**src/rtl/dft_seq_pkg.sv**
```systemverilog
// Shared definitions for the DFT run sequencer.
//   seq_state_t : sequencer FSM states
//   RST_CYCLES  : number of cycles dut_rst is held high at the start of a run
//   ERR_OVF     : err bit index, scan-word buffer overflow
//   ERR_TMO     : err bit index, handshake watchdog timeout
package dft_seq_pkg;

    typedef enum logic [2:0] {
        ST_IDLE,
        ST_RST,
        ST_OP_REQ,
        ST_OP_CMT,
        ST_DFT_REQ,
        ST_DFT_CMT,
        ST_DONE
    } seq_state_t;

    localparam int RST_CYCLES = 2;
    localparam int ERR_OVF    = 0;
    localparam int ERR_TMO    = 1;

endpackage

```
**src/rtl/dft_seq_fifo.sv**
```systemverilog
// Synchronous scan-word FIFO with a registered head word.
//   clk, reset   : clock, asynchronous active-high reset
//   flush        : empties the FIFO (wins over push/pop)
//   push, push_data : write request and word; ignored when full unless a pop
//                     happens in the same cycle
//   pop          : read request; ignored when empty
//   head_data    : registered oldest word, valid while empty is low
//   full, empty  : occupancy flags
module dft_seq_fifo #(
    parameter int DATA_W = 32,
    parameter int DEPTH  = 8
) (
    input  logic              clk,
    input  logic              reset,
    input  logic              flush,
    input  logic              push,
    input  logic [DATA_W-1:0] push_data,
    input  logic              pop,
    output logic [DATA_W-1:0] head_data,
    output logic              full,
    output logic              empty
);

    localparam int AW = $clog2(DEPTH);

    logic [DATA_W-1:0] mem [DEPTH];
    logic [AW-1:0]     wr_ptr_reg, rd_ptr_reg, rd_ptr_next;
    logic [AW:0]       count_reg, count_next, count_after_pop;
    logic [DATA_W-1:0] head_reg;
    logic              push_ok, pop_ok;

    assign full  = (count_reg == (AW+1)'(DEPTH));
    assign empty = (count_reg == '0);

    // A pop frees a slot in the same cycle, so a full FIFO still accepts a push
    // that coincides with a pop.
    assign pop_ok          = pop && !empty && !flush;
    assign push_ok         = push && (!full || pop_ok) && !flush;
    assign rd_ptr_next     = rd_ptr_reg + AW'(pop_ok);
    assign count_after_pop = count_reg - (AW+1)'(pop_ok);
    assign count_next      = count_after_pop + (AW+1)'(push_ok);
    assign head_data       = head_reg;

    always_ff @(posedge clk) begin
        if (push_ok) begin
            mem[wr_ptr_reg] <= push_data;
        end
    end

    always_ff @(posedge clk or posedge reset) begin
        if (reset) begin
            wr_ptr_reg <= '0;
            rd_ptr_reg <= '0;
            count_reg  <= '0;
            head_reg   <= '0;
        end else if (flush) begin
            wr_ptr_reg <= '0;
            rd_ptr_reg <= '0;
            count_reg  <= '0;
        end else begin
            if (push_ok) begin
                wr_ptr_reg <= wr_ptr_reg + AW'(1);
            end
            rd_ptr_reg <= rd_ptr_next;
            count_reg  <= count_next;
            // The head register is refreshed whenever occupancy changes. When
            // the FIFO would otherwise be empty, the word being pushed bypasses
            // the array so it is visible one cycle after the push.
            if ((push_ok || pop_ok) && count_next != '0) begin
                head_reg <= (count_after_pop == '0) ? push_data : mem[rd_ptr_next];
            end
        end
    end

endmodule

```
**src/rtl/dft_run_sequencer.sv**
```systemverilog
// Autonomous DFT test-run controller.
// On an accepted cmd_start it resets the DUT for RST_CYCLES cycles, then runs
// max(cmd_dumps,1) rounds of { cmd_ops DUT op/commit handshakes, one DFT
// dump handshake (skipped when cmd_dumps is 0) }, buffering every strobed scan
// word in a FIFO the host drains through rd_data/rd_valid/rd_ready.
// Ports:
//   clk, reset                        : clock, asynchronous active-high reset
//   cmd_start/cmd_stim/cmd_ops/cmd_dumps : run command, latched on start
//   busy, done, err[1:0]              : run status; err is sticky until next start
//   dut_rst, dut_input_vec            : DUT reset and latched stimulus
//   dut_val_op/dut_op_commit, dut_op_ack/dut_commit_ack : DUT handshake
//   dut_sen                           : scan enable during DFT handshakes
//   dft_val_op/dft_op_commit, dft_op_ack/dft_commit_ack : DFT handshake
//   dft_output_strobe/dft_output_data : scan words to buffer
//   rd_data, rd_valid, rd_ready       : host drain port
// Build option: define DFT_SEQ_TIMEOUT_EN to add a handshake watchdog of
// TIMEOUT_CYC cycles that sets err[1] and aborts the run.
module dft_run_sequencer
    import dft_seq_pkg::*;
#(
    parameter int DATA_W      = 32,
    parameter int CNT_W       = 16,
    parameter int BUF_DEPTH   = 8,
    parameter int TIMEOUT_CYC = 1024
) (
    input  logic              clk,
    input  logic              reset,
    input  logic              cmd_start,
    input  logic [DATA_W-1:0] cmd_stim,
    input  logic [CNT_W-1:0]  cmd_ops,
    input  logic [CNT_W-1:0]  cmd_dumps,
    output logic              busy,
    output logic              done,
    output logic [1:0]        err,
    output logic              dut_rst,
    output logic [DATA_W-1:0] dut_input_vec,
    output logic              dut_val_op,
    output logic              dut_op_commit,
    input  logic              dut_op_ack,
    input  logic              dut_commit_ack,
    output logic              dut_sen,
    output logic              dft_val_op,
    output logic              dft_op_commit,
    input  logic              dft_op_ack,
    input  logic              dft_commit_ack,
    input  logic              dft_output_strobe,
    input  logic [DATA_W-1:0] dft_output_data,
    output logic [DATA_W-1:0] rd_data,
    output logic              rd_valid,
    input  logic              rd_ready
);

    localparam int RC_W = $clog2(RST_CYCLES + 1);

    seq_state_t        state_reg, state_next;
    logic [RC_W-1:0]   rst_cnt_reg;
    logic [CNT_W-1:0]  ops_cnt_reg, ops_lat_reg, round_cnt_reg;
    logic              dumps_nz_reg;
    logic [DATA_W-1:0] stim_reg;
    logic [1:0]        err_reg;
    logic              start_acc, tmo_hit, ovf_hit;
    logic              fifo_full, fifo_empty;

    assign start_acc     = (state_reg == ST_IDLE) && cmd_start;
    assign err           = err_reg;
    assign dut_input_vec = stim_reg;
    assign rd_valid      = !fifo_empty;

    // Dropped word: strobe into a full FIFO that is not being drained this cycle.
    assign ovf_hit = dft_output_strobe && fifo_full && !(rd_ready && !fifo_empty);

    // Next state and Moore outputs.
    always_comb begin
        state_next    = state_reg;
        busy          = 1'b1;
        done          = 1'b0;
        dut_rst       = 1'b0;
        dut_val_op    = 1'b0;
        dut_op_commit = 1'b0;
        dut_sen       = 1'b0;
        dft_val_op    = 1'b0;
        dft_op_commit = 1'b0;
        case (state_reg)
            ST_IDLE: begin
                busy = 1'b0;
                if (cmd_start) state_next = ST_RST;
            end
            ST_RST: begin
                dut_rst = 1'b1;
                if (rst_cnt_reg == RC_W'(RST_CYCLES - 1)) begin
                    if (ops_lat_reg != '0)  state_next = ST_OP_REQ;
                    else if (dumps_nz_reg)  state_next = ST_DFT_REQ;
                    else                    state_next = ST_DONE;
                end
            end
            ST_OP_REQ: begin
                dut_val_op = 1'b1;
                if (dut_op_ack) state_next = ST_OP_CMT;
            end
            ST_OP_CMT: begin
                dut_op_commit = 1'b1;
                if (dut_commit_ack) begin
                    if (ops_cnt_reg > CNT_W'(1)) state_next = ST_OP_REQ;
                    else if (dumps_nz_reg)       state_next = ST_DFT_REQ;
                    else                         state_next = ST_DONE;
                end
            end
            ST_DFT_REQ: begin
                dft_val_op = 1'b1;
                dut_sen    = 1'b1;
                if (dft_op_ack) state_next = ST_DFT_CMT;
            end
            ST_DFT_CMT: begin
                dft_op_commit = 1'b1;
                dut_sen       = 1'b1;
                if (dft_commit_ack) begin
                    if (round_cnt_reg > CNT_W'(1))
                        state_next = (ops_lat_reg != '0) ? ST_OP_REQ : ST_DFT_REQ;
                    else
                        state_next = ST_DONE;
                end
            end
            ST_DONE: begin
                busy       = 1'b0;
                done       = 1'b1;
                state_next = ST_IDLE;
            end
            default: begin
                busy       = 1'b0;
                state_next = ST_IDLE;
            end
        endcase
        if (tmo_hit) state_next = ST_DONE;
    end

    always_ff @(posedge clk or posedge reset) begin
        if (reset) begin
            state_reg     <= ST_IDLE;
            rst_cnt_reg   <= '0;
            ops_cnt_reg   <= '0;
            ops_lat_reg   <= '0;
            round_cnt_reg <= '0;
            dumps_nz_reg  <= 1'b0;
            stim_reg      <= '0;
            err_reg       <= '0;
        end else begin
            state_reg   <= state_next;
            rst_cnt_reg <= (state_reg == ST_RST && state_next == ST_RST) ?
                           rst_cnt_reg + RC_W'(1) : '0;
            if (start_acc) begin
                stim_reg      <= cmd_stim;
                ops_lat_reg   <= cmd_ops;
                ops_cnt_reg   <= cmd_ops;
                // A zero dump count still runs one round of ops.
                round_cnt_reg <= (cmd_dumps == '0) ? CNT_W'(1) : cmd_dumps;
                dumps_nz_reg  <= (cmd_dumps != '0);
                err_reg       <= '0;
            end else begin
                if (state_reg == ST_OP_CMT && dut_commit_ack && ops_cnt_reg != '0)
                    ops_cnt_reg <= ops_cnt_reg - CNT_W'(1);
                if (state_reg == ST_DFT_CMT && dft_commit_ack) begin
                    if (round_cnt_reg != '0)
                        round_cnt_reg <= round_cnt_reg - CNT_W'(1);
                    if (round_cnt_reg > CNT_W'(1))
                        ops_cnt_reg <= ops_lat_reg;
                end
                if (ovf_hit) err_reg[ERR_OVF] <= 1'b1;
                if (tmo_hit) err_reg[ERR_TMO] <= 1'b1;
            end
        end
    end

`ifdef DFT_SEQ_TIMEOUT_EN
    localparam int WD_W = $clog2(TIMEOUT_CYC + 1);

    logic [WD_W-1:0] wd_cnt_reg;
    logic            in_hs, hs_ack;

    always_comb begin
        in_hs  = 1'b0;
        hs_ack = 1'b0;
        case (state_reg)
            ST_OP_REQ:  begin in_hs = 1'b1; hs_ack = dut_op_ack;     end
            ST_OP_CMT:  begin in_hs = 1'b1; hs_ack = dut_commit_ack; end
            ST_DFT_REQ: begin in_hs = 1'b1; hs_ack = dft_op_ack;     end
            ST_DFT_CMT: begin in_hs = 1'b1; hs_ack = dft_commit_ack; end
            default:    begin in_hs = 1'b0; hs_ack = 1'b0;           end
        endcase
    end

    // Fires in the TIMEOUT_CYC-th consecutive cycle of one handshake state
    // without its acknowledge.
    assign tmo_hit = in_hs && !hs_ack && (wd_cnt_reg == WD_W'(TIMEOUT_CYC - 1));

    always_ff @(posedge clk or posedge reset) begin
        if (reset)                       wd_cnt_reg <= '0;
        else if (state_next != state_reg) wd_cnt_reg <= '0;
        else if (in_hs)                  wd_cnt_reg <= wd_cnt_reg + WD_W'(1);
    end
`else
    assign tmo_hit = 1'b0;
`endif

    dft_seq_fifo #(
        .DATA_W (DATA_W),
        .DEPTH  (BUF_DEPTH)
    ) u_fifo (
        .clk       (clk),
        .reset     (reset),
        .flush     (start_acc),
        .push      (dft_output_strobe),
        .push_data (dft_output_data),
        .pop       (rd_ready),
        .head_data (rd_data),
        .full      (fifo_full),
        .empty     (fifo_empty)
    );

endmodule

```
**config.mk**
```make
export PLATFORM = sky130hd
export DESIGN_NAME = dft_run_sequencer
export DESIGN_NICKNAME = d
export VERILOG_FILES = /design/src/rtl/dft_seq_pkg.sv /design/src/rtl/dft_seq_fifo.sv /design/src/rtl/dft_run_sequencer.sv
export SDC_FILE = /design/constraint.sdc
export NUM_CORES = 1
export LEC_CHECK = 0
export ABC_AREA = 1
export CAP_MARGIN = 20
export CORE_MARGIN = 4
export CORE_UTILIZATION = 35
export CTS_BUF_LIST = sky130_fd_sc_hd__clkbuf_8
export CTS_CLUSTER_DIAMETER = 60
export DETAILED_ROUTE_END_ITERATION = 8
export HOLD_SLACK_MARGIN = 0.02
export PLACE_DENSITY = 0.66
export SYNTH_ARGS = -nofsm -noshare
export SYNTH_HDL_FRONTEND = slang
export SYNTH_SLANG_ARGS = --single-unit
```
**constraint.sdc**
```tcl
create_clock -name clk -period 4.5 [get_ports clk]
set_input_delay 0.9 -clock clk [delete_from_list [all_inputs] [get_ports clk]]
set_output_delay 0.9 -clock clk [all_outputs]
set_load 0.02 [all_outputs]
```
==> flow_summary.ini <==
[drt]
drt-initial-drc-count = 1175
vias_per_cell = 4.74
drc = 0
wl_um = 45800
final_antenna_net_count = 0
vias = 13600
wl_per_cell_um = 15.9
dr.pass1.iters = 5

[critical_path]
cp-end-kind = flop
r2r-start = u_fifo.count_reg[2]$_DFF_PP0_
crit_arrival_ns = 3.68
cp_data_required_time_ns = 5.06
worstPathMaxFanout = 21
reg2reg_to = u_fifo.head_data[30]$_DFFE_PP0P_
r2r_cells = 14
rrSetupSlack_ns = 1.52
startpoint_type = primary input
path_class = primary input to flop

[yosys]
synthTopCellsByCount = nand2_1, edfxtp_1, nand3_1, inv_1, nor2_1
synth_cells = 1960
ys_types = 37
synth_top_family_by_area = simple AND/OR/NAND/NOR gates
synth_simple_gate_area_share_pct = 27.3
muxShareOfSynthArea_pct = 0
synth_top_area_share_pct = 43.3
synth_most_common_cell = nand2_1
ys_top_cells_by_area = edfxtp_1, dfrtp_1, nand2_1
postSynthAreaPerCell_um2 = 9.06
synthAdderAreaFrac_pct = 0.987
ys.flop_type = edfxtp_1
synthArstFlopShare_pct = 33.5
syn_nets = 2079
ys_seq_area_share_pct = 61.5
netlist_area_um2 = 17800
synth_seq_cells = 385
synth_edf_count = 256
synth_compound_area_share_pct = 2.60
synth_top_area_cell = edfxtp_1
synth_xor_area_share_pct = 0.444
yosys_warnings = 0

[layout]
drive_gt1_share_pct = 8.22
final_util_pct = 43.1
stdcell_count = 2873
largest_register = u_fifo.mem
largest_reg_flops = 256
area_growth_pct = 21.8
nFillCells = 4732
antenna_cells = 0
seq_area_um2 = 10900
multi_input_area_um2 = 5660
nets = 2268

[pwr]
internal_power_uw = 8910
p_seq_share_pct = 33.4
fin_total_pwr_uw = 15600
p_clk_share_pct = 19.7
peakVddDrop_mv = 0.706
leakagePower_uw = 0.00968
switching_share_pct = 42.7
power_density_nw_per_um2 = 719
p_comb_share_pct = 46.9
netSwitchingPower_uw = 6650

[floorplanning]
rows = 82
die_y_um = 233
dieWidth_um = 233
start_util_pct = 35.4
pin_count = 180
core_area_um2 = 50200
die_area_um2 = 54400

[grt]
track_usage_pct = 16.8
use_met1_pct = 22.0
grt_pass1_wl_um = 72200
busiest_layer = met2
grt_pass1_vias = 13500
antenna_found_initial = 4
globalRouteOverflowTotal = 0
use_met3_pct = 4.39
grtUsageMet2_pct = 27.5
grt_max_degree = 120

[sta]
hold_slack_ns = 0.438
worstMarginPinSlew_ns = 0.842
setup_tns_ns = 0
slew_headroom_pct = 43.9
post-route-period-util_pct = 69.3
skew_ns = 0.0349
final-hold-violation-count = 0
rsz0062_at_grt = false
fmax_mhz = 321
min_period_ns = 3.12
setup_violations = 0
slew_viol_final = 0

[run_status]
status = finished clean

[clock_network]
numCtsBuffers = 66
cts_tree = built
post_cts_resized = 0
clk_latency_ns = 0.64
cts_max_level = 3
postCtsSetupBuffers = 0
ctsRootBufferMaster = clkbuf_8
path_clk_slew_ns = 0.06
cts_hold_buf = 0
cts_sinks = 385
clockBufferDepth = 3

[hold_path]
hold_start = rst_cnt_reg[0]$_DFF_PP0_
min_to = rst_cnt_reg[0]$_DFF_PP0_
hold_class = flop to flop
min_path_cells = 1

[placement]
globalplace.congestion = 0.906
place_inst = 2753
io_buffer_count = 178
post-dp-hpwl_um = 27600

[flow_run]
max_cap_violations = 0
[worst max-delay path: stages]
cell and delay (ns):
clkdlybuf4s50_1 0.51, nand3_2 0.15, nand3_2 0.15, inv_1 0.10
ha_1 0.24, ha_1 0.31, inv_1 0.07, ha_1 0.20
xor2_1 0.20, nand3_1 0.14, nand2_2 0.32, buf_12 0.23
nand2_1 0.08, nand2_1 0.06
[worst max path at each step]
| stage | from | slack, ns | cells after the start | endpoint |
|---|---|---|---|---|
| 3_3_place_gp | cmd_start | 0.92 | 14 | u_fifo.head_data[30]$_DFFE_PP0P_ |
| 4_1_cts | state_reg[2]$_DFF_PP0_ | 1.35 | 2 | dut_rst |
| 2_1_floorplan | reset | 0.16 | 1 | dumps_nz_reg$_DFFE_PP0P_ |
| 3_5_place_dp | cmd_start | 0.78 | 14 | u_fifo.head_data[24]$_DFFE_PP0P_ |
| 6_report | cmd_start | 1.38 | 14 | u_fifo.head_data[30]$_DFFE_PP0P_ |
| 5_1_grt | state_reg[0]$_DFF_PP0_ | 1.23 | 4 | busy |
[layer usage]
| layer | up-vias | wire (µm) |
|---|---|---|
| met5 | - | 74 |
| met4 | 8 | 765 |
| met3 | 79 | 3110 |
| met2 | 379 | 21400 |
| met1 | 6496 | 20400 |
| li1 | 6668 | - |
[cell usage in the layout, fill, tap and decap left out, types with 10 or more instances in the layout]
cell type          n
nand2_1          700
edfxtp_1         256
nand3_1          240
inv_1            240
clkdlybuf4s50_1  178
nor2_1           162
dfrtp_1          129
clkbuf_8          75
o211ai_1          36
or2_2             31
buf_4             22
o21ai_0           20
ha_1              13
nor2_4            10
clkinv_2          10
[kinds of logic (layout without fill, tap and decap cells)]
logic type	count (synthesis)	in the layout
AOI/OAI and AO/OA	68	68
xor gates and xnor gates	9	9
adders and majority gates	14	14
buffers and inverters	313	554
DFF	385	385
other	1	1
and+or+nand+nor	1170	1170
[power by group through the flow]
stage	logic, µW	clock network (µW)	registers [µW]
after global placement	7140	0	5230
after detailed placement	7330	0	5250
after floorplan	4670	0	5470
after CTS	7350	3170	5190
final	7290	3070	5190
after global routing	8190	3350	5280
[final cells by class]
class | instances | share of cell area [%]
clock buffers | 75 | 4.77
clock inverters | 45 | 1.16
inverters | 228 | 3.98
multi-input cells | 1262 | 26.2
flip-flops and latches | 385 | 50.5
well taps | 672 | 3.89
repair buffers | 206 | 9.56
[per-stage QoR]
| stage | setup WS, ns | area (µm²) |
|---|---|---|
| floorplan | 0.159 | 17800 |
| global placement | 0.923 | 20300 |
| detailed placement | 0.783 | 20300 |
| CTS | 1.35 | 21600 |
| global route | 1.23 | 21600 |
| finish | 1.38 | 21600 |
(Power assumes the default switching activity.)
